--- config.mk ---
export PLATFORM = sky130hd
export DESIGN_NAME = rf_wb_arbiter
export DESIGN_NICKNAME = d
export VERILOG_FILES = /design/src/rtl/rf_ctrl_pkg.sv /design/src/rtl/rf_scoreboard.sv /design/src/rtl/rf_wb_arbiter.sv
export SDC_FILE = /design/constraint.sdc
export NUM_CORES = 1
export LEC_CHECK = 0
export ABC_CLOCK_PERIOD_IN_PS = 4100
export BUFFER_PORTS_ARGS = -buffer_cell sky130_fd_sc_hd__buf_2
export CORE_UTILIZATION = 53
export CTS_CLUSTER_DIAMETER = 50
export DETAILED_ROUTE_END_ITERATION = 10
export PLACE_DENSITY_LB_ADDON = 0.25
export SYNTH_ARGS = -nofsm -noshare
export SYNTH_HDL_FRONTEND = slang
export SYNTH_HIERARCHICAL = 1
export SYNTH_SLANG_ARGS = --single-unit
--- constraint.sdc ---
create_clock -name clk -period 4.1 [get_ports clk]
set_clock_uncertainty 0.15 [all_clocks]
set_input_delay 0.41 -clock clk [delete_from_list [all_inputs] [get_ports clk]]
set_output_delay 0.41 -clock clk [all_outputs]
set_load 0.1 [all_outputs]
--- src/rtl/rf_ctrl_pkg.sv ---
// Shared constants and types for the register-file write-back control path.
package rf_ctrl_pkg;

  localparam int DATA_W     = 32;
  localparam int ADDR_W     = 5;
  localparam int STARVE_MAX = 3;
  localparam int NUM_REGS   = 32;

  typedef struct packed {
    logic [ADDR_W-1:0] addr;
    logic [DATA_W-1:0] data;
  } wb_req_t;

endpackage

--- src/rtl/rf_scoreboard.sv ---
// Load scoreboard: tracks registers with outstanding loads and reports decode read hazards,
// including the write still sitting in the write register.
module rf_scoreboard #(
  parameter int ADDR_W   = rf_ctrl_pkg::ADDR_W,
  parameter int NUM_REGS = rf_ctrl_pkg::NUM_REGS
) (
  input  logic                clk,
  input  logic                rst_n,
  input  logic                set_valid_i,
  input  logic [ADDR_W-1:0]   set_addr_i,
  input  logic                clr_valid_i,
  input  logic [ADDR_W-1:0]   clr_addr_i,
  input  logic                pend_valid_i,
  input  logic [ADDR_W-1:0]   pend_addr_i,
  input  logic [ADDR_W-1:0]   raddr1_i,
  input  logic [ADDR_W-1:0]   raddr2_i,
  output logic                hazard1_o,
  output logic                hazard2_o,
  output logic [NUM_REGS-1:0] busy_vec_o
);

  logic [NUM_REGS-1:0] busy_q, busy_d;

  always_comb begin
    // NOTE: every combinational output gets a default first, so no path leaves it unassigned (no latch).
    busy_d = busy_q;
    if (clr_valid_i) busy_d[clr_addr_i] = 1'b0;
    // Applied after the clear so a same-cycle re-issue keeps the register busy.
    if (set_valid_i) busy_d[set_addr_i] = 1'b1;
    busy_d[0] = 1'b0;
  end

  always_ff @(posedge clk or negedge rst_n) begin
    // NOTE: state uses non-blocking assignments; the small busy vector is reset, unlike a RAM array.
    if (!rst_n) busy_q <= '0;
    else        busy_q <= busy_d;
  end

  assign hazard1_o = (raddr1_i != '0) &
                     (busy_q[raddr1_i] | (pend_valid_i & (pend_addr_i == raddr1_i)));
  assign hazard2_o = (raddr2_i != '0) &
                     (busy_q[raddr2_i] | (pend_valid_i & (pend_addr_i == raddr2_i)));
  assign busy_vec_o = busy_q;

endmodule

--- src/rtl/rf_wb_arbiter.sv ---
// Shares the register file write port between ALU and load write-back, with load priority
// and a starvation counter that eventually forces an ALU grant.
module rf_wb_arbiter #(
  parameter int DATA_W     = rf_ctrl_pkg::DATA_W,
  parameter int ADDR_W     = rf_ctrl_pkg::ADDR_W,
  parameter int STARVE_MAX = rf_ctrl_pkg::STARVE_MAX
) (
  input  logic              clk,
  input  logic              rst_n,
  input  logic              alu_valid,
  output logic              alu_ready,
  input  logic [ADDR_W-1:0] alu_addr,
  input  logic [DATA_W-1:0] alu_data,
  input  logic              ld_valid,
  output logic              ld_ready,
  input  logic [ADDR_W-1:0] ld_addr,
  input  logic [DATA_W-1:0] ld_data,
  input  logic              issue_ld_valid,
  input  logic [ADDR_W-1:0] issue_ld_addr,
  input  logic [ADDR_W-1:0] raddr1,
  input  logic [ADDR_W-1:0] raddr2,
  output logic              hazard1,
  output logic              hazard2,
  output logic              WrEn_RF,
  output logic [ADDR_W-1:0] WAddr_RF,
  output logic [DATA_W-1:0] WD_RF,
  output logic [31:0]       busy_vec
);

  import rf_ctrl_pkg::*;

  localparam int CNT_W = $clog2(STARVE_MAX + 1);

  logic [CNT_W-1:0] starve_cnt_q, starve_cnt_d;
  logic             force_alu;
  logic             alu_xfer, ld_xfer;
  wb_req_t          wr_q, wr_d;
  logic             wr_en_q, wr_en_d;

  assign force_alu = (starve_cnt_q == CNT_W'(STARVE_MAX));
  assign alu_ready = ~ld_valid | force_alu;
  assign ld_ready  = ~(alu_valid & force_alu);
  assign alu_xfer  = alu_valid & alu_ready;
  assign ld_xfer   = ld_valid & ld_ready;

  // The ready equations make the two transfers mutually exclusive.
  always_comb begin
    wr_d         = wr_q;
    wr_en_d      = 1'b0;
    starve_cnt_d = starve_cnt_q;
    if (ld_xfer) begin
      wr_d    = '{addr: ld_addr, data: ld_data};
      wr_en_d = (ld_addr != '0);
    end else if (alu_xfer) begin
      wr_d    = '{addr: alu_addr, data: alu_data};
      wr_en_d = (alu_addr != '0);
    end
    if (alu_xfer)
      starve_cnt_d = '0;
    else if (alu_valid && !force_alu)
      starve_cnt_d = starve_cnt_q + 1'b1;
  end

  always_ff @(posedge clk or negedge rst_n) begin
    if (!rst_n) begin
      wr_q         <= '0;
      wr_en_q      <= 1'b0;
      starve_cnt_q <= '0;
    end else begin
      wr_q         <= wr_d;
      wr_en_q      <= wr_en_d;
      starve_cnt_q <= starve_cnt_d;
    end
  end

  assign WrEn_RF  = wr_en_q;
  assign WAddr_RF = wr_q.addr;
  assign WD_RF    = wr_q.data;

  rf_scoreboard #(
    .ADDR_W   (ADDR_W),
    .NUM_REGS (NUM_REGS)
  ) u_scoreboard (
    .clk          (clk),
    .rst_n        (rst_n),
    .set_valid_i  (issue_ld_valid),
    .set_addr_i   (issue_ld_addr),
    .clr_valid_i  (ld_xfer),
    .clr_addr_i   (ld_addr),
    .pend_valid_i (wr_en_q),
    .pend_addr_i  (wr_q.addr),
    .raddr1_i     (raddr1),
    .raddr2_i     (raddr2),
    .hazard1_o    (hazard1),
    .hazard2_o    (hazard2),
    .busy_vec_o   (busy_vec)
  );

endmodule

======== Word-level counts from Yosys, hierarchy flattened ========
Cells that the tools add are included.
cells by class
  eq/ne operators ......................... 3
  multipliers ............................. 0
  shift-type cells ........................ 0
  $lt $le $gt $ge ......................... 6
  mux-type cells .......................... 16
  reduce and logical (&&, ||, !) cells .... 10
  divide/modulo/power cells ............... 0
  add/sub/neg operators ................... 1
  bitwise logic cells ..................... 15
operators by type and width
  operator                                             count
  two-way mux 37 bit                                   2
  two-way mux 32 bit                                   2
  AND 32 bit                                           1
  NOT 32 bit                                           1
  bitwise OR 32 bit                                    1
  < comparator 5 x 6 -> 1 bit, second input constant   4
  nonzero test 5 bit                                   4
  binary-select mux 1 bit (select 5 bit)               2
  demux 1 bit (select 5 bit)                           2
  equality test 5 bit                                  2
  >= comparator 5 x 1 -> 1 bit, second input constant  2
  AND 1 bit                                            7
  two-way mux 1 bit                                    6
  two-way mux 2 bit                                    2
  nonzero test 2 bit                                   2
  logical AND 1 bit                                    3
  bitwise OR 1 bit                                     3
  adder 2 x 1 -> 2 bit, second input constant          1
  equality test 2 bit, second input constant           1
  NOT 1 bit                                            2
  logical NOT 1 bit                                    1
word-level totals
  bits in latches ......................... 0
  bits in writable memories ............... 0
  bits of input ports ..................... 94
  bits in registers ....................... 71
  memories ................................ 0
  output and inout bits ................... 74
  memory bits (read-only) ................. 0
  word-level logic and storage cells ...... 56

======== Depth between registers and ports, before layout ========
Gate-level depths: netlist of the first run.
  word-level depth ........................ 9
  mapped depth ............................ 8
  depth with buffers taken out ............ 6

======== Hierarchy ========
Netlist of the first run, hierarchy kept.
modules (own cells, without submodules)
  module         seq. area each (µm²)  area each (µm²)  times used  cells each
  rf_wb_arbiter  1001.0                2283.4           1           219
  rf_scoreboard  775.7                 1983.2           1           190

======== Worst setup path before layout of the first run ========
No wires, ideal clock.
  path kind ............................... reg-to-output
  start point ............................. register u_scoreboard.busy_q[5] (netlist: u_scoreboard/busy_vec_o[5])
  end point ............................... output hazard1
  buffers on the path ..................... 0
  data required time ...................... 3540 ps
  path slack .............................. -495 ps
  stages on the path, launching flop included .. 6
  arrival ................................. 4035 ps
  cell sequence ........................... dfrtp_1 > mux4_2 > inv_1 > a221oi_1 > a2111oi_2 > a211oi_1
between the ends
  word-level cells in the longest chain between the ends .. 4
RTL lines
  item                                     RTL line             RTL
  start, declared                          rf_scoreboard.sv:22  logic [NUM_REGS-1:0] busy_q, busy_d;
  start signal, assigned                   rf_scoreboard.sv:36  else busy_q <= busy_d;
  binary-select mux 1 bit (select 5 bit)   rf_scoreboard.sv:40  (busy_q[raddr1_i] | (pend_valid_i & (pend_addr_i == raddr1_i)));
  two-way mux 1 bit (not written as such)  rf_scoreboard.sv:40
  bitwise OR 1 bit                         rf_scoreboard.sv:40
  AND 1 bit                                rf_scoreboard.sv:39  assign hazard1_o = (raddr1_i != '0) &
  end, declared                            rf_wb_arbiter.sv:22  output logic hazard1,
Every way passes these cells. The select of a mux whose other input is x is not followed.

======== Worst setup path in the final report of the first run ========
  start point ............................. register u_scoreboard.busy_q[9] (netlist: u_scoreboard/busy_vec_o[9])
  end point ............................... output hazard1
The elaborated chain is that of the path after synthesis.

==> results of run 1 <==
==> layer usage <==
layer	routed length (microns)	track usage	share of wire	vias up
li1	-	-	-	1822
met1	5080	0.3996	0.41	1936
met2	5958	0.5081	0.48	231
met3	1094	0.05224	0.088	29
met4	315	0.1172	0.025	0
met5	0	0	0	-
==> cells in the mapped netlist (all sizes together), types with 4 or more instances <==
cell type / number
a31oi: 4
buf: 22
dfrtp: 71
inv: 6
mux2: 41
mux2i: 4
mux4: 14
nand2: 10
nand3: 5
nand3b: 11
nor2: 80
o21ai: 64
o22ai: 38
or3b: 4
xor2: 8
==> power by group <==
| part | total, uW | internal, uW | switching [uW] |
|---|---|---|---|
| clock network | 738 | 462 | 275 |
| registers | 947 | 822 | 125 |
| logic | 1530 | 330 | 1200 |
==> how the worst min path moves through the flow <==
| stage | slack (ps) | cells past startpoint | endpoint | start |
|---|---|---|---|---|
| floorplan | -40 | 0 | WAddr_RF[0] | rst_n |
| global placement | 370 | 2 | starve_cnt_q[1] | starve_cnt_q[1] |
| detailed placement | 380 | 1 | WD_RF[25] | rst_n |
| CTS | 10 | 1 | WD_RF[25] | rst_n |
| global route | 40 | 1 | WD_RF[24] | rst_n |
| finish | -10 | 1 | WD_RF[25] | rst_n |
==> cell usage in the layout (no fill, tap or decap), types with 2 or more instances in the layout <==
master and instances:
or4_1 3, o22ai_1 38, o21ai_0 63, and3_1 2, xor2_1 8, mux2_4 36
mux4_2 9, nand2_1 9, dfrtp_1 71, nand3b_1 11, nor2_1 80, or3b_2 4
or3_1 2, xnor2_1 2, mux2_2 5, inv_1 6, buf_4 3, mux2i_1 4
nand3_1 5, bufinv_16 4, a21oi_1 2, buf_2 166, nor4_1 3, clkbuf_8 9
mux4_1 5, a31oi_1 4
==> cells by family after synthesis <==
kind of cell | after synthesis | share of synthesized area
AND/OR/NAND/NOR | 121 | 0.1302
AO/OA/AOI/OAI | 115 | 0.1545
flip-flops | 71 | 0.4164
multiplexers | 59 | 0.2276
buffers and inverters | 31 | 0.04692
XOR/XNOR | 10 | 0.02053
adder cells (fa/ha/maj) | 1 | 0.002932
other | 1 | 0.0008789
==> stage by stage <==
stage	utilization	instances	cell area, sq um	hold slack, ps	total power (uW)
after CTS	0.6865	670	5333	10.21	3212
final	0.6865	670	5333	-14.53	3219
after global routing	0.6865	670	5333	44.43	3322
after floorplan	-	409	4272	-35.59	2179
after global placement	0.6534	655	5075	371.5	2458
after detailed placement	0.6534	655	5075	382.2	2485
==> layout make-up <==
| type | instances | area, sq um | area share |
|---|---|---|---|
| sequential | 71 | 1777 | 0.3332 |
| tap | 102 | 127.6 | 0.02393 |
| multi-input combinational | 307 | 2295 | 0.4303 |
| clock inverter | 6 | 133.9 | 0.02511 |
| clock buffer | 9 | 123.9 | 0.02323 |
| timing repair buffer | 169 | 853.3 | 0.1600 |
| inverter | 6 | 22.52 | 0.004223 |
==> registers in the layout, summed over array words and instances, names as in the netlist <==
name	count
starve_cnt_q	2
WrEn_RF	1
u_scoreboard/busy_vec_o	31
WD_RF	32
WAddr_RF	5
==> worst reg2reg max path, stage by stage, from the launching register on <==
cell and delay [ps]:
dfrtp_1 410, ha_1 270, a21bo_1 200, inv_1 100, or3b_2 570, o21ai_0 240, o21ai_0 130
==> impl_summary.log, run 1 <==
INFO  metric globalRouteOverflowTotal = 0
INFO  metric critical-path-top-delay-family = multiplexers
INFO  metric design.final.nets = 659
INFO  metric num_rows = 32
INFO  metric yosys_warnings = 6
INFO  metric outcome = finished with violations
INFO  metric initial_core_util = 0.5493
INFO  metric synth_cells = 409
INFO  metric chipHeight = 91.72 microns
INFO  metric start_to_end_type_of_the_worst_setup_path = reg -> out
INFO  metric synth.largest_area_cell = dfrtp_1
INFO  metric post_cts_resize_count = 0
INFO  metric clk_pin_slew = 80 ps
INFO  metric post_synth.cell_area_avg = 10.43 sq um
INFO  metric dr.first_iter.drc_count = 323
INFO  metric worstHoldPathType = in -> async
INFO  metric synth_sequential_area_ratio = 0.4164
INFO  metric ys_async_sr_fraction = 1.000
INFO  metric whs = -14.53 ps
INFO  metric setup_slack = 1190 ps
INFO  metric setup.worst_path.start = u_scoreboard/busy_vec_o[9]
INFO  metric clkLatencyLatePin = 350 ps
INFO  metric synth.distinct_cells = 40
INFO  metric gr-usage-all-layers = 0.3052
INFO  metric cp-start-kind = flip-flop
INFO  metric max_slew_headroom = 0.4699
INFO  metric power_density = 603.6 mW/mm^2
INFO  metric first_pass_iters = 4
INFO  metric cts_tree = done
INFO  metric boundaryPins = 168
INFO  metric number_of_synthesized_flops_with_an_enable_pin = 0
INFO  metric cpPeakStageDelay = 510 ps
INFO  metric drc = 0
INFO  metric totalWireLength = 12450 microns
INFO  metric irDropWorstVdd = 0.4660 mV
INFO  metric timing.rr.start = starve_cnt_q[0]
INFO  metric violations_in_the_final_reports = negative hold slack
INFO  metric maxcap_violations = 0
INFO  metric grt_antenna_before_repair = 0
INFO  metric cts-hold-fix-buffers = 0
INFO  metric fillCellCount = 635
INFO  metric placement.io_buffers = 166
INFO  metric area_enclosed_by_the_die_boundary = 0.008413 sq mm
INFO  metric routed_length_per_instance = 18.58 microns
INFO  metric largest_net_degree_at_the_start_of_global_routing = 40
INFO  metric crit_path_end = hazard1
INFO  metric postRouteAntennaNets = 0
INFO  metric core_area = 0.007767 sq mm
INFO  metric period_minus_slack = 2910 ps
INFO  metric slew_viol_final = 0
INFO  metric crit_arrival = 2350 ps
INFO  metric final.setup.tns = 0 ps
INFO  metric dp.final_hpwl = 8815 microns
INFO  metric post_drt_via_cell_ratio = 5.997
INFO  metric fraction_of_final_layout_cells_sized_beyond_drive_strength_1 = 0.4243
INFO  metric syn_nets = 504
INFO  metric clock-sinks = 71
INFO  metric tightestPinTransition = 795.1 ps
INFO  metric gp_routability_congestion = 0.8894
INFO  metric cts-root-buf = clkbuf_8
INFO  metric leading_post_synthesis_cells_by_cell_area = dfrtp_1 (42%), mux2_4 (13%), o21ai_0 (7.4%)
INFO  metric worst_setup_path_end_kind = output port
INFO  metric wire_length_of_the_first_global_routing_pass = 20180 microns
INFO  metric crit_chain = mux4_1 -> mux2_4 -> a2111oi_2 -> a211oi_2 -> buf_2
INFO  metric grt_pass1_vias = 4024
INFO  metric r2r-end = u_scoreboard/busy_vec_o[4]
INFO  metric rrSetupSlack = 1910 ps
INFO  metric cp_num_cells = 5
INFO  metric clk_path_buf_depth = 2
INFO  metric htree_levels = 3
INFO  metric synth.ff_latch_count = 71
INFO  metric finalHoldViolCount = 13
INFO  metric worstRegToRegCells = 6
INFO  metric ys.flop_type = dfrtp_1
INFO  metric p_leak = 0.002522 uW
INFO  metric report.final.setup_viol = 0
INFO  metric fmaxAchievable = 343.7 MHz
INFO  metric timing.final.crit_share = 0.7097
INFO  metric die_width = 91.72 microns
INFO  metric route.vias.total = 4018
INFO  metric grt_setup_unrepaired = no
INFO  metric cts_setup_buffers = 0
INFO  metric insertedDiodeCount = 0
INFO  metric cts_made_buffers = 9
INFO  metric post_synth_top_area_share = 0.4164
INFO  metric placement.setup.worst_slack = 1209 ps
INFO  metric crit_path_top_delay_cell = mux4_1
INFO  metric worst-path-buf-inv = 1
INFO  metric cp_max_fo = 4
INFO  metric area_delta_synth_final = 24.99%
INFO  metric syn_area = 0.004267 sq mm
INFO  metric crit_required = 3540 ps
(Power assumes the default switching activity.)
==> run 2: changes to the inputs <==
Settings changed: ABC_AREA set to 1, ABC_CLOCK_PERIOD_IN_PS 4100 to 2500, CORE_UTILIZATION 53 to 44.
Clock period 4.1 ns to 2.5 ns, I/O delays scaled along.
==> impl_summary.log, run 2 <==
INFO  metric boundaryPins = 168 (unchanged)
INFO  metric final_common_cell = nand2_1 (was buf_2)
INFO  metric synth.ff_latch_count = 71 (unchanged)
INFO  metric postRouteAntennaNets = 0 (unchanged)
INFO  metric globalRouteOverflowTotal = 0 (unchanged)
INFO  metric insertedDiodeCount = 0 (unchanged)
INFO  metric grt_antenna_before_repair = 0 (unchanged)
INFO  metric clkLatencyLatePin = 330 ps (was 350 ps)
INFO  metric tightestPinTransition = 601.9 ps (was 795.1 ps)
INFO  metric synth_mux_area_frac = 0 (was 0.2276)
INFO  metric cpPeakStageDelay = 410 ps (was 510 ps)
INFO  metric placement.io_buffers = 166 (unchanged)
INFO  metric report.final.setup_viol = 0 (unchanged)
INFO  metric largest_net_degree_at_the_start_of_global_routing = 72 (was 40)
INFO  metric grt_setup_unrepaired = no (unchanged)
INFO  metric cp_common_cell = nand2_1
INFO  metric synth_compound_area_frac = 0.1136 (was 0.1545)
INFO  metric maxcap_violations = 0 (unchanged)
INFO  metric clk_pin_slew = 80 ps (about the same)
INFO  metric irDropWorstVdd = 0.4982 mV (was 0.4660 mV)
INFO  metric chipHeight = 97.20 microns (was 91.72 microns)
INFO  metric worst-path-buf-inv = 3 (was 1)
INFO  metric gr-usage-all-layers = 0.2929 (was 0.3052)
INFO  metric max_slew_headroom = 0.5988 (was 0.4699)
INFO  metric use_met1 = 0.3804 (was 0.3996)
INFO  metric syn_area = 0.003988 sq mm (was 0.004267 sq mm)
INFO  metric num_rows = 34 (was 32)
INFO  metric post_synth_top_area_share = 0.4456 (was 0.4164)
INFO  metric grt_pass1_vias = 4602 (was 4024)
INFO  metric timing.final.crit_share = 0.9103
INFO  metric synth_cells = 557 (was 409)
INFO  metric syn_nets = 652 (was 504)
INFO  metric first_pass_iters = 6 (was 4)
INFO  metric area_delta_synth_final = 45.12% (was 24.99%)
INFO  metric finalHoldViolCount = 0 (was 13)
INFO  metric dp.final_hpwl = 9473 microns (was 8815 microns)
INFO  metric met3_usage = 0.04820 (was 0.05224)
INFO  metric synth_xor_area_frac = 0 (was 0.02053)
INFO  metric period_minus_slack = 2276 ps
INFO  metric post_synth.cell_area_avg = 7.159 sq um (was 10.43 sq um)
INFO  metric cts_tree = done (unchanged)
INFO  metric number_of_synthesized_flops_with_an_enable_pin = 0 (unchanged)
INFO  metric leading_post_synthesis_cells_by_cell_area = dfrtp_1 (45%), nand2_1 (18%), nand3_1 (14%) (was dfrtp_1 (42%), mux2_4 (13%), o21ai_0 (7.4%))
INFO  metric cp-start-kind = flip-flop (unchanged)
INFO  metric initial_core_util = 0.4550 (was 0.5493)
INFO  metric crit_arrival = 1880 ps (was 2350 ps)
INFO  metric finalPower = 5020 uW (was 3219 uW)
INFO  metric crit_required = 2100 ps (was 3540 ps)
INFO  metric yosys-top-cells-count = nand2_1 (195), nand3_1 (110), o21ai_0 (72) (was nor2_1 (80), dfrtp_1 (71), o21ai_0 (63))
INFO  metric synth-adder-area-share = 0.003138 (was 0.002933)
INFO  metric clock-sinks = 71 (unchanged)
INFO  metric design.final.nets = 884 (was 659)
INFO  metric worstHoldPathType = in -> reg (was in -> async)
INFO  metric largest_reg_flops = 32 (unchanged)
INFO  metric post_drt_via_cell_ratio = 5.416 (was 5.997)
INFO  metric start_to_end_type_of_the_worst_setup_path = reg -> out (unchanged)
INFO  metric cp_max_fo = 3 (was 4)
INFO  metric totalWireLength = 14040 microns (was 12450 microns)
INFO  metric dp_cells = 816 (was 655)
INFO  metric slew_viol_final = 0 (unchanged)
INFO  metric wire_length_of_the_first_global_routing_pass = 22280 microns (was 20180 microns)
INFO  metric die_width = 97.20 microns (was 91.72 microns)
INFO  metric synth_sequential_area_ratio = 0.4456 (was 0.4164)
INFO  metric fraction_of_final_layout_cells_sized_beyond_drive_strength_1 = 0.2645 (was 0.4243)
INFO  metric synth_top_family_by_area = simple AND/OR/NAND/NOR gates (was multiplexers)
INFO  metric ys_async_sr_fraction = 1.000 (unchanged)
INFO  metric synth.most_common_cell = nand2_1 (was nor2_1)
INFO  metric crit_chain = inv_1 -> o21ai_0 -> nand2_1 -> nand3_1 -> nand3_1 -> nand2_1 -> nand2_1 -> nand3_1 -> nand2_1 -> inv_1 -> buf_2 (was mux4_1 -> mux2_4 -> a2111oi_2 -> a211oi_2 -> buf_2)
INFO  metric cts_setup_buffers = 0 (unchanged)
INFO  metric route.vias.total = 4885 (was 4018)
INFO  metric cts-root-buf = clkbuf_8 (unchanged)
INFO  metric grt.met2_usage = 0.4821 (was 0.5081)
INFO  metric ys.flop_type = dfrtp_1 (unchanged)
INFO  metric power_density = 867.6 mW/mm^2 (was 603.6 mW/mm^2)
INFO  metric layoutNonFillerInstCount = 902 (was 670)
INFO  metric mostFrequentLayoutCells = nand2_1 (195), buf_2 (165), nand3_1 (110) (was buf_2 (166), nor2_1 (80), dfrtp_1 (71))
INFO  metric synth-simple-area-share = 0.3398 (was 0.1302)
INFO  metric outcome = finished clean (was finished with violations)
INFO  metric routed_length_per_instance = 15.57 microns (was 18.58 microns)
INFO  metric post_cts_resize_count = 0 (unchanged)
INFO  metric yosys_warnings = 6 (unchanged)
INFO  metric critical-path-top-delay-family = buffers and inverters (was multiplexers)
INFO  metric setup_slack = 224.4 ps (was 1190 ps)
INFO  metric drc = 0 (unchanged)
INFO  metric synth.distinct_cells = 23 (was 40)
INFO  metric htree_levels = 3 (unchanged)
INFO  metric p_leak = 0.003017 uW (was 0.002522 uW)
INFO  metric area_enclosed_by_the_die_boundary = 0.009448 sq mm (was 0.008413 sq mm)
INFO  metric synth.largest_area_cell = dfrtp_1 (unchanged)
INFO  metric cts_made_buffers = 9 (unchanged)
INFO  metric placement.setup.worst_slack = 332.1 ps (was 1209 ps)
INFO  metric worst_setup_path_end_kind = output port (unchanged)
INFO  metric fmaxAchievable = 439.4 MHz
INFO  metric layout.core_utilization = 0.6603 (was 0.6865)
INFO  metric fillCellCount = 749 (was 635)
INFO  metric clk_path_buf_depth = 2 (unchanged)
INFO  metric core_area = 0.008763 sq mm (was 0.007767 sq mm)
INFO  metric globalRoute.busiestLayer = met2 (unchanged)
INFO  metric crit_path_top_delay_cell = buf_2 (was mux4_1)
INFO  metric gp_routability_congestion = 0.9687 (was 0.8894)
INFO  metric dr.first_iter.drc_count = 356 (was 323)
==> run 2: changes by cell type after synthesis, moves of 6 or more <==
cell      before  now
mux2_4        36    0
xor2_1         8    0
buf_2         12    5
nand2_1        9  195
mux4_2         9    0
a21oi_1        2    8
nand3b_1      11    1
nor2_1        80   11
o21ai_0       63   72
nand3_1        5  110
o22ai_1       38    5
inv_1          6   53
==> run 2: worst min-delay path: stages <==
cell and delay (ps):
buf_2 90, o21ai_0 80, nand2_1 70
==> run 2: final cells by class <==
type	count	area, sq um	area share
timing repair buffer	240	1587	0.2742
tap	108	135.1	0.02335
inverter	56	210.2	0.03632
multi-input combinational	411	1836	0.3172
clock inverter	5	81.33	0.01405
sequential	71	1797	0.3105
clock buffer	11	141.4	0.02443
==> run 2: worst paths after layout <==
path / startpoint / to / slack [ps] / depth (start not counted)
min in group asynchronous: rst_n / WD_RF[19] / 300 / 3
setup / recovery: u_scoreboard/busy_vec_o[16] / hazard1 / 220 / 11
setup reg to reg: starve_cnt_q[0] / WD_RF[26] / 240 / 7
hold / removal: alu_addr[2] / WrEn_RF / 30 / 3
max in group asynchronous: rst_n / u_scoreboard/busy_vec_o[30] / 1540 / 3
hold reg to reg: starve_cnt_q[1] / starve_cnt_q[1] / 360 / 2
==> run 2: cells by family after synthesis <==
group / Yosys count
buffers and inverters: 76
flip-flops: 71
other: 1
AO/OA/AOI/OAI: 87
AND/OR/NAND/NOR: 321
adder cells (fa/ha/maj): 1
==> run 2: what timing repair did <==
action / CTS / global route
hold buffers: 69 / 0
endpoints found under the setup margin: 0 / 15
endpoints found under the hold margin: 107 / 0
==> run 2: through the flow <==
step | setup TNS [ps] | cell area (sq um) | hold WS [ps]
after floorplan | -1.415 | 4008 | -195.6
after global placement | 0 | 4865 | 149.6
after detailed placement | 0 | 4865 | 152.5
after CTS | 0 | 5778 | 16.89
after global routing | 0 | 5787 | 36.35
final | 0 | 5787 | 27.68
==> run 2: power breakdown <==
group          internal, uW  switching (uW)  total, uW
logic                   484            1980       2460
clock network           590             424       1010
registers              1350             192       1540
==> run 2: metal layers <==
layer / vias up / share of wire
met2: 265 / 0.48
met4: 0 / 0.030
met1: 2302 / 0.41
met3: 38 / 0.081
met5: - / 0
li1: 2280 / -
==> run 3: changes to the inputs <==
Settings changed: ABC_AREA 1 to not set, CORE_UTILIZATION 44 to 45.
==> impl_summary.log, run 3 (synthesis results as in run 1) <==
INFO  metric cp_max_fo = 4 (was 3)
INFO  metric multiInputGateArea = 0.002347 sq mm (was 0.001836 sq mm)
INFO  metric netSwitchingPower = 2667 uW (was 2596 uW)
INFO  metric clkLatencyLatePin = 350 ps (was 330 ps)
INFO  metric fmaxAchievable = 388.3 MHz (was 439.4 MHz)
INFO  metric sequential_cell_fraction_of_total_power = 0.297 (was 0.307)
INFO  metric die_width = 99.37 microns (was 97.20 microns)
INFO  metric chipHeight = 99.37 microns (was 97.20 microns)
INFO  metric crit_required = 2100 ps (about the same)
INFO  metric met3RoutedLength = 1203 microns (was 1143 microns)
INFO  metric placement.setup.worst_slack = 11.98 ps (was 332.1 ps)
INFO  metric worst_setup_path_end_kind = output port (unchanged)
INFO  metric crit_chain = mux4_2 -> mux2_4 -> a2111oi_4 -> a211oi_4 -> buf_12 (was inv_1 -> o21ai_0 -> nand2_1 -> nand3_1 -> nand3_1 -> nand2_1 -> nand2_1 -> nand3_1 -> nand2_1 -> inv_1 -> buf_2)
INFO  metric post_drt_via_cell_ratio = 5.780 (was 5.416)
INFO  metric clock-sinks = 71 (unchanged)
INFO  metric power_frac_comb = 0.500 (was 0.491)
INFO  metric area_delta_synth_final = 36.31% (was 45.12%)
INFO  metric area_enclosed_by_the_die_boundary = 0.009874 sq mm (was 0.009448 sq mm)
INFO  metric first_pass_iters = 5 (was 6)
INFO  metric num_rows = 35 (was 34)
INFO  metric routed_length_per_instance = 18.83 microns (was 15.57 microns)
INFO  metric power_density = 909.1 mW/mm^2 (was 867.6 mW/mm^2)
INFO  metric grt_pass1_vias = 4111 (was 4602)
INFO  metric design.final.nets = 694 (was 884)
INFO  metric clk_path_buf_depth = 2 (unchanged)
INFO  metric placement.io_buffers = 166 (unchanged)
INFO  metric globalRouteOverflowTotal = 0 (unchanged)
INFO  metric htree_levels = 3 (unchanged)
INFO  metric setup_slack = -75.26 ps (was 224.4 ps)
INFO  metric p_leak = 0.002630 uW (was 0.003017 uW)
INFO  metric dp.final_hpwl = 9226 microns (was 9473 microns)
INFO  metric totalWireLength = 13460 microns (was 14040 microns)
INFO  metric irDropWorstVdd = 0.6157 mV (was 0.4982 mV)
INFO  metric whs = 12.41 ps (was 27.68 ps)
INFO  metric timing.final.crit_share = 1.030 (was 0.9103)
INFO  metric gr-usage-all-layers = 0.2818 (was 0.2929)
INFO  metric switching_power_share_of_the_total = 0.5045 (was 0.5171)
INFO  metric route.vias.total = 4133 (was 4885)
INFO  metric cp-start-kind = flip-flop (unchanged)
INFO  metric drt-met1-wl = 5412 microns (was 5692 microns)
INFO  metric maxcap_violations = 0 (unchanged)
INFO  metric violations_in_the_final_reports = negative setup slack
INFO  metric outcome = finished with violations (was finished clean)
INFO  metric crit_path_top_delay_cell = mux4_2 (was buf_2)
INFO  metric p_int = 2620 uW (was 2424 uW)
INFO  metric start_to_end_type_of_the_worst_setup_path = reg -> out (unchanged)
INFO  metric crit_arrival = 2180 ps (was 1880 ps)
INFO  metric fraction_of_final_layout_cells_sized_beyond_drive_strength_1 = 0.4768 (was 0.2645)
INFO  metric met2_wirelength = 6403 microns (was 6780 microns)
INFO  metric worst_hold_path.num_cells = 3 (unchanged)
INFO  metric clk_pin_slew = 80 ps (about the same)
INFO  metric cts_tree = done (unchanged)
INFO  metric area.sequential = 0.001844 sq mm (was 0.001797 sq mm)
INFO  metric initial_core_util = 0.4639 (was 0.4550)
INFO  metric rrSetupSlack = 340 ps (was 240 ps)
INFO  metric finalHoldViolCount = 0 (unchanged)
INFO  metric tightestPinTransition = 736.5 ps (was 601.9 ps)
INFO  metric gp_routability_congestion = 0.9420 (was 0.9687)
INFO  metric cpPeakStageDelay = 480 ps (was 410 ps)
INFO  metric period_minus_slack = 2575 ps (was 2276 ps)
INFO  metric max_slew_headroom = 0.5090 (was 0.5988)
INFO  metric core_area = 0.009196 sq mm (was 0.008763 sq mm)
INFO  metric boundaryPins = 168 (unchanged)
INFO  metric grt_setup_unrepaired = yes (was no)
INFO  metric power_share_of_the_clock_group = 0.203 (was 0.202)
INFO  metric slew_viol_final = 0 (unchanged)
INFO  metric insertedDiodeCount = 0 (unchanged)
INFO  metric grt_antenna_before_repair = 0 (unchanged)
INFO  metric report.final.setup_viol = 1 (was 0)
INFO  metric cts_made_buffers = 9 (unchanged)
INFO  metric cts-root-buf = clkbuf_8 (unchanged)
INFO  metric worstHoldPathType = in -> reg (unchanged)
INFO  metric largest_net_degree_at_the_start_of_global_routing = 44 (was 72)
INFO  metric largest_reg_flops = 32 (unchanged)
INFO  metric mostFrequentLayoutCells = buf_2 (164), nor2_1 (80), o21ai_0 (62) (was nand2_1 (195), buf_2 (165), nand3_1 (110))
INFO  metric critical-path-top-delay-family = multiplexers (was buffers and inverters)
INFO  metric fillCellCount = 728 (was 749)
INFO  metric drc = 0 (unchanged)
INFO  metric wire_length_of_the_first_global_routing_pass = 21370 microns (was 22280 microns)
INFO  metric highest_layer = met4 (unchanged)
INFO  metric postRouteAntennaNets = 0 (unchanged)
INFO  metric cp_num_cells = 5 (was 11)
INFO  metric worstRegToRegCells = 6 (was 7)
INFO  metric worst-path-buf-inv = 1 (was 3)
INFO  metric dr.first_iter.drc_count = 221 (was 356)
INFO  metric final_common_cell = buf_2 (was nand2_1)
## run 3: what timing repair did
action                                  in CTS  in global routing
hold endpoints to repair                    52                  0
pin swaps                                    1                  4
setup buffers                                1                  0
hold buffers                                29                  0
endpoints found under the setup margin       2                  2
gates resized for setup                      8                  2
## run 3: cell type report
type	count	area share
clock inverter	5	0.01377
inverter	6	0.003873
timing repair buffer	204	0.2117
tap	111	0.02388
clock buffer	11	0.02603
sequential	71	0.3171
multi-input combinational	307	0.4036
## run 3: worst paths after layout
| path | from | endpoint |
|---|---|---|
| setup / recovery | u_scoreboard/busy_vec_o[15] | hazard1 |
| hold reg to reg | starve_cnt_q[0] | starve_cnt_q[0] |
| setup reg to reg | starve_cnt_q[0] | u_scoreboard/busy_vec_o[28] |
| hold / removal | ld_data[25] | WD_RF[25] |
| max in group asynchronous | rst_n | u_scoreboard/busy_vec_o[20] |
| min in group asynchronous | rst_n | WD_RF[22] |
## run 3: power by group through the flow
| stage | registers (uW) | clock network (uW) | logic (uW) |
|---|---|---|---|
| 2_1_floorplan | 2980 | 0 | 658 |
| 3_3_place_gp | 1580 | 0 | 2540 |
| 3_5_place_dp | 1600 | 0 | 2560 |
| 4_1_cts | 1570 | 1090 | 2630 |
| 5_1_grt | 1600 | 1150 | 2750 |
| 6_report | 1570 | 1070 | 2640 |
## run 3: routing by layer
metal	track usage	up-vias
met3	0.06465	35
met2	0.4605	215
li1	-	1885
met5	0	-
met4	0.1403	0
met1	0.3528	1998
## run 3: worst register-to-register path, stage by stage, from the launching register on
cell and delay [ps]:
dfrtp_1 400, ha_1 250, a21bo_1 200, inv_1 100, or3b_2 580, o21ai_0 220
o21ai_0 130
## run 3: metrics by stage
| step | TNS [ps] | area, sq um | instances | total power [uW] | utilization |
|---|---|---|---|---|---|
| after global placement | 0 | 5245 | 669 | 4123 | 0.5703 |
| after detailed placement | 0 | 5245 | 669 | 4155 | 0.5703 |
| after CTS | -73.84 | 5802 | 715 | 5292 | 0.6309 |
| after global routing | -132.7 | 5816 | 715 | 5496 | 0.6324 |
| final | -75.26 | 5816 | 715 | 5287 | 0.6324 |
| after floorplan | -99.09 | 4365 | 409 | 3634 | - |
